[src/rtl/key_expansion_aes.sv]
// AES-128 key expansion: one S-box lookup per cycle, all 11 round keys stored, 1-cycle registered read.
// Optional KEY_EXP_REVERSE_EN adds en_de, which reverses the read index for decryption.
module key_expansion_aes #(
  parameter int NR = 10
) (
  input  logic         clk,
  input  logic         rst_n,
  input  logic [127:0] key_in,
  input  logic         key_load_in,
  input  logic [3:0]   round_in,
`ifdef KEY_EXP_REVERSE_EN
  input  logic         en_de,
`endif
  output logic [127:0] key_out,
  output logic         ready_out,
  output logic         busy_out
);

  typedef enum logic [1:0] {IDLE, SUB, MIX, DONE} state_t;

  localparam logic [2047:0] SBOX_TBL = {
    128'h637c777bf26b6fc53001672bfed7ab76, 128'hca82c97dfa5947f0add4a2af9ca472c0,
    128'hb7fd9326363ff7cc34a5e5f171d83115, 128'h04c723c31896059a071280e2eb27b275,
    128'h09832c1a1b6e5aa0523bd6b329e32f84, 128'h53d100ed20fcb15b6acbbe394a4c58cf,
    128'hd0efaafb434d338545f9027f503c9fa8, 128'h51a3408f929d38f5bcb6da2110fff3d2,
    128'hcd0c13ec5f974417c4a77e3d645d1973, 128'h60814fdc222a908846eeb814de5e0bdb,
    128'he0323a0a4906245cc2d3ac629195e479, 128'he7c8376d8dd54ea96c56f4ea657aae08,
    128'hba78252e1ca6b4c6e8dd741f4bbd8b8a, 128'h703eb5664803f60e613557b986c11d9e,
    128'he1f8981169d98e949b1e87e9ce5528df, 128'h8ca1890dbfe6426841992d0fb054bb16
  };

  // Entry x lives at bit offset (255-x)*8, i.e. {~x, 3'b000}.
  function automatic logic [7:0] sbox(input logic [7:0] x);
    return SBOX_TBL[{~x, 3'b000} +: 8];
  endfunction

  function automatic logic [7:0] xtime(input logic [7:0] x);
    return {x[6:0], 1'b0} ^ (x[7] ? 8'h1b : 8'h00);
  endfunction

  state_t       state;
  logic [127:0] rk [0:NR];
  logic [3:0]   rnd;
  logic [1:0]   bc;
  logic [7:0]   rcon;
  logic [31:0]  sub_word;

  logic [127:0] prev_rk;
  logic [31:0]  rot_w, t, w0n, w1n, w2n, w3n;
  logic [7:0]   sbox_in, sbox_out;

  assign prev_rk  = rk[rnd - 4'd1];
  assign rot_w    = {prev_rk[23:0], prev_rk[31:24]};
  // Byte 0 is the most significant byte of the word.
  assign sbox_in  = rot_w[{~bc, 3'b000} +: 8];
  assign sbox_out = sbox(sbox_in);
  assign t        = sub_word ^ {rcon, 24'h0};
  assign w0n      = prev_rk[127:96] ^ t;
  assign w1n      = prev_rk[95:64]  ^ w0n;
  assign w2n      = prev_rk[63:32]  ^ w1n;
  assign w3n      = prev_rk[31:0]   ^ w2n;

  logic       rd_ok;
  logic [3:0] rd_idx;
  assign rd_ok = (round_in <= 4'(NR));
`ifdef KEY_EXP_REVERSE_EN
  assign rd_idx = en_de ? (4'(NR) - round_in) : round_in;
`else
  assign rd_idx = round_in;
`endif

  always_ff @(posedge clk) begin
    if (!rst_n) begin
      state     <= IDLE;
      for (int i = 0; i <= NR; i++) rk[i] <= '0;
      key_out   <= '0;
      ready_out <= 1'b0;
      busy_out  <= 1'b0;
      rnd       <= 4'd1;
      bc        <= 2'd0;
      rcon      <= 8'h01;
      sub_word  <= '0;
    end else begin
      key_out <= (ready_out && rd_ok) ? rk[rd_idx] : '0;
      // A load wins over everything and restarts expansion from the new key.
      if (key_load_in) begin
        rk[0]     <= key_in;
        ready_out <= 1'b0;
        busy_out  <= 1'b1;
        rnd       <= 4'd1;
        bc        <= 2'd0;
        rcon      <= 8'h01;
        state     <= SUB;
      end else begin
        case (state)
          SUB: begin
            sub_word[{~bc, 3'b000} +: 8] <= sbox_out;
            bc <= bc + 2'd1;
            if (bc == 2'd3) state <= MIX;
          end
          MIX: begin
            rk[rnd] <= {w0n, w1n, w2n, w3n};
            rcon    <= xtime(rcon);
            if (rnd == 4'(NR)) begin
              state     <= DONE;
              ready_out <= 1'b1;
              busy_out  <= 1'b0;
            end else begin
              rnd   <= rnd + 4'd1;
              state <= SUB;
            end
          end
          default: ;
        endcase
      end
    end
  end

endmodule

[config.mk]
export PLATFORM = sky130hd
export DESIGN_NAME = key_expansion_aes
export DESIGN_NICKNAME = d
export VERILOG_FILES = /design/src/rtl/key_expansion_aes.sv
export SDC_FILE = /design/constraint.sdc
export NUM_CORES = 2
export LEC_CHECK = 0
export BUFFER_PORTS_ARGS = -buffer_cell sky130_fd_sc_hd__buf_2
export CAP_MARGIN = 5
export CORE_UTILIZATION = 45
export DETAILED_ROUTE_END_ITERATION = 10
export HOLD_SLACK_MARGIN = 0.08
export PLACE_DENSITY = 0.72
export SYNTH_ARGS = -nofsm -noshare
export SYNTH_HDL_FRONTEND = slang
export SYNTH_SLANG_ARGS = --single-unit
[constraint.sdc]
create_clock -name clk -period 29.6 [get_ports clk]
set_input_delay 2.96 -clock clk [delete_from_list [all_inputs] [get_ports clk]]
set_output_delay 2.96 -clock clk [all_outputs]
set_load 0.05 [all_outputs]
# ---- Word-level counts from Yosys, hierarchy flattened
# Memory sizes are Yosys's and may differ from the RTL's. A register that Yosys moved wholly into a read port is not among the register bits.
# Index checks and enable logic that the tools add are counted.
dict set report totals {
  ff_bits 50
  ramBits 1408
  inputBits 135
  out_inout_bits 130
  elab_cells 72
  mem_count 1
}
# memory depth width read_ports rd_clocked_by_memory_dff wr line
set mem_list {}
lappend mem_list {rk 11 128 2 1 11 42} ;# logic [127:0] rk [0:NR];
dict set report classes {
  addsub 4
  n_lt_le_gt_ge 1
  n_eq_ne 6
  n_shift 4
  n_mux 21
  n_bitwise 12
  n_reduce_logical 15
}
# operator count
set ops {}
lappend ops {{2048-bit by 12-bit indexed part select with 8-bit output (first input constant)} 1}
lappend ops {{128-bit 2-to-1 mux} 2}
lappend ops {{32-bit XOR} 5}
lappend ops {{128-bit OR reduction} 1}
lappend ops {{32-bit bitwise mux} 1}
lappend ops {{8-bit by 7-bit variable shift with 32-bit output (first input constant)} 1}
lappend ops {{32-bit by 6-bit indexed part select with 8-bit output} 1}
lappend ops {{8-bit by 7-bit indexed part select with 32-bit output} 1}
lappend ops {{2-bit AND reduction} 7}
lappend ops {{1-bit 2-to-1 mux} 13}
lappend ops {{8-bit NOT} 1}
lappend ops {{8-bit by 5-bit XOR with 8-bit output} 1}
lappend ops {{5-bit negation with 7-bit output} 1}
lappend ops {{2-bit nonzero test} 3}
lappend ops {{5-bit 2-to-1 mux} 1}
lappend ops {{4-bit by 1-bit adder with 4-bit output (second input constant)} 1}
lappend ops {{2-bit == test (second input constant)} 2}
lappend ops {{4-bit == test (second input constant)} 1}
lappend ops {{4-bit less-or-equal comparator (second input constant)} 1}
lappend ops {{2-bit 2-to-1 mux} 2}
lappend ops {{4-bit 2-to-1 mux} 1}
lappend ops {{2-bit case mux with 2 select lines} 1}
lappend ops {{4-bit by 1-bit subtractor with 4-bit output (second input constant)} 1}
lappend ops {{3-bit != test (second input constant)} 1}
lappend ops {{other kinds (10)} 12}

# ---- Longest topological paths before layout
dict set report depth {
  depth_word 7
  mapped_depth 23
  ltp_nobuf 17
}

# ---- Least setup slack after synthesis
# Ideal clock, no wire load.
dict set report synth_path {
  path_type {input to register}
  start {in key_load_in}
  end {mem rk[11][0] (enable)}
  setup_time_ps 772
  t_arrival_ps 12504
  required_ps 28828
  path_slack_ps 16324
  stages 5
  cell_sequence {clkbuf_1 -> nand2b_1 -> nor2_1 -> nand2_1 -> nor3_1}
}
# element line
set synth_lines {}
lappend synth_lines {{start: declaration} 9} ;# input logic key_load_in,
lappend synth_lines {{end: declaration} 42}

==> results.py <==
metrics = {
    "route": {
        "first_iter_violations": 12900,
        "antenna_left": 0,
        "dr.pass1.iters": 8,
        "vias_per_cell": 7.01,
        "via_count": 72800,
        "route.detailed.drc": 0,
        "drt-total-wl_um": 374000,
        "routedWlPerCell_um": 36.1,
    },
    "die": {
        "core_um2": 243000,
        "die_height_um": 497,
        "die-area_um2": 247000,
        "die_w_um": 497,
        "initial_core_util_pct": 45.3,
        "ios": 265,
        "rows": 181,
    },
    "sta": {
        "holdWs_ns": 0.463,
        "fin_crit_sh_pct": 30.4,
        "fmax_ghz": 0.111,
        "post-route-min-period_ns": 9.01,
        "tns_ns": 0,
        "rsz0062_at_grt": "no",
        "fin_worst_skew_ns": 0.0483,
        "relSlewSlack_pct": 6.62,
        "setup_viol": 0,
        "slew_violations": 0,
        "finalHoldViolations": 0,
        "tightest_slew_ns": 1.39,
    },
    "layout": {
        "final_cells": 10400,
        "layout-drive-gt1-share_pct": 29.0,
        "area_growth_pct": 10.4,
        "nNetsFinal": 7129,
        "fill_cells": 19900,
        "fin_area_um2": 122000,
    },
    "clock_tree": {
        "cts_sinks": 2226,
        "cts_setup_buffers": 0,
        "clk_pin_slew_ns": 0.06,
        "cts_root_buf": "clkbuf_16",
        "cts.htree.levels": 4,
        "post_cts_resized": 0,
        "ctsHoldBuffers": 0,
        "clock_latency_ns": 0.90,
        "cts_made_buffers": 222,
        "cts_tree": "built",
        "ctsLongestPathBuffers": 3,
    },
    "synth": {
        "async_flop_share_pct": 0,
        "ys_seq_area_share_pct": 57.9,
        "synth_area_um2": 110000,
        "yosysUniqueCellTypes": 95,
        "ys_ff_latch": 2226,
        "syn_inst": 7022,
        "yosysTopAreaCellShare_pct": 52.3,
        "yosys_warnings": 0,
        "syn-num-nets": 7179,
        "yosys-top-cells-area": "edfxtp_1, mux4_2, dfxtp_1",
        "synth_top_area_cell": "edfxtp_1",
        "dominantRegCellSynth": "edfxtp_1",
        "syn_area_per_cell_um2": 15.7,
        "synth_edf_count": 1920,
    },
    "setup_path": {
        "critPathMaxFanout": 112,
        "cp-start-kind": "flip-flop",
        "critPathKind": "flip-flop to flip-flop",
        "arrival_ns": 9.56,
        "slowest_delay_ns": 1.00,
        "critPathMostFrequentCell": "xnor2_1",
        "crit_slowest_cell": "xnor2_1",
        "worstPathCellList": "inv_1 -> ha_4 -> buf_12 -> buf_4 -> buf_4 -> mux4_2 -> mux4_2 -> xnor2_1 -> xnor2_1 -> xnor2_1 -> nor2_1 -> a21oi_1 -> inv_1",
        "crit_path_end_kind": "flip-flop",
        "cp.required_ns": 30.15,
        "reg2regPathDepth": 13,
    },
    "global_routing": {
        "track_usage_pct": 30.2,
        "grt_max_degree": 129,
        "grt-ovfl-total": 0,
        "antenna_found_initial": 16,
        "first_global_vias": 72100,
        "grt_pass1_wl_um": 530000,
    },
    "place": {
        "hpwl_um": 218000,
        "portBuffers": 264,
        "gp_congestion": 0.904,
        "place_area_um2": 114000,
        "dp_cells": 9950,
    },
    "power": {
        "powerDensity_nw_per_um2": 57.9,
        "ir_worst_vdd_v": 0.0000517,
        "p_leak_nw": 43.0,
    },
    "worst_hold_path": {
        "hold_path_class": "flip-flop to flip-flop",
        "min_path_cells": 2,
    },
    "flow_run": {
        "maxCapViolations": 0,
    },
    "run_status": {
        "status": "completed",
    },
}
[through the flow]
step                setup slack [ns]  util (%)  total power, mW
finish                         20.59      50.0             7.04
global route                   20.28      50.0             7.18
CTS                            20.84      50.0             7.02
detailed placement             20.75      46.9             4.17
global placement               20.75      46.9             4.16
floorplan                      16.32         -             3.93
[final timing paths]
kind,start,endpoint,slack [ns]
hold reg to reg,sub_word[27],sub_word[27],0.46
hold / removal,sub_word[27],sub_word[27],0.46
setup / recovery,rnd[0],rk[11][45],20.59
setup reg to reg,rnd[0],rk[11][45],20.59
[per-layer routing]
layer | share of wire [%] | up-vias | GRT usage (%)
met4 | 6.9 | 14 | 17.8
met2 | 45 | 6817 | 45.4
met3 | 15 | 1127 | 9.57
li1 | - | 27600 | -
met1 | 33 | 37300 | 38.5
met5 | 0.039 | - | 0.212
[flip-flops by register name, summed over array words and instances, names as in the netlist]
register   count
rk          2048
key_out      128
sub_word      32
rcon           8
rnd            4
bc             2
state          2
busy_out       1
ready_out      1
[worst max-delay path: cells and delay by family, from the launching register on]
kind                     cells  cell delay [ns]
AO/OA/AOI/OAI                1             0.71
XOR/XNOR                     3             2.42
adder cells (fa/ha/maj)      1             0.85
buffers and inverters        5             2.50
flip-flops                   1             0.72
multiplexers                 2             1.07
AND/OR/NAND/NOR              1             0.29
[synthesized netlist by cell type (all sizes together), types with 5 or more instances]
cell type	instances
edfxtp	1920
nor2	1267
mux4	1246
clkbuf	418
dfxtp	306
buf	289
nand2	248
inv	154
nor2b	136
xnor2	135
o211a	129
a21oi	120
o21ai	92
a22oi	84
mux2i	70
nand3	64
nor3	40
a211oi	26
o211ai	24
ha	22
a31oi	20
nand4	17
a311oi	11
xor2	11
a221oi	10
o22ai	10
a22o	9
o31ai	9
a21boi	8
and2	8
o2111ai	8
o311ai	8
o32ai	8
a211o	7
nor4	7
a2111oi	6
o221ai	6
a32oi	5
[cell type report]
cell class,count,area (µm²),area share [%]
clock buffers,309,6200,5.10
flip-flops and latches,2226,63800,52.5
diodes,8,20.0,0.0165
clock inverters,116,1320,1.08
multi-input cells,3933,42900,35.3
inverters,156,593,0.488
repair buffers,433,2770,2.28
well taps,3202,4010,3.29
[cell usage in the layout (no fill, tap or decap), types with 118 or more instances in the layout]
cell | Yosys | final
a21oi_1 | 118 | 118
buf_2 | 134 | 260
buf_4 | 56 | 158
clkbuf_16 | 0 | 225
dfxtp_1 | 306 | 305
edfxtp_1 | 1920 | 1920
inv_1 | 152 | 151
mux4_2 | 1244 | 1244
nand2_1 | 246 | 234
nor2_1 | 1265 | 1260
nor2b_1 | 136 | 136
o211a_1 | 129 | 129
xnor2_1 | 134 | 132
[cells by family after synthesis]
| logic type | share of synthesized area [%] |
|---|---|
| AO/OA/AOI/OAI | 4.28 |
| flip-flops | 57.9 |
| multiplexers | 26.2 |
| adder cells (fa/ha/maj) | 0.250 |
| AND/OR/NAND/NOR | 6.82 |
| buffers and inverters | 3.40 |
| XOR/XNOR | 1.17 |
[power by group]
part	switching [mW]	leakage, nW	internal [mW]
Sequential	0.0398	21.6	3.48
Clock	1.26	3.66	1.65
Combinational	0.392	17.8	0.220
(Power assumes the default switching activity.)
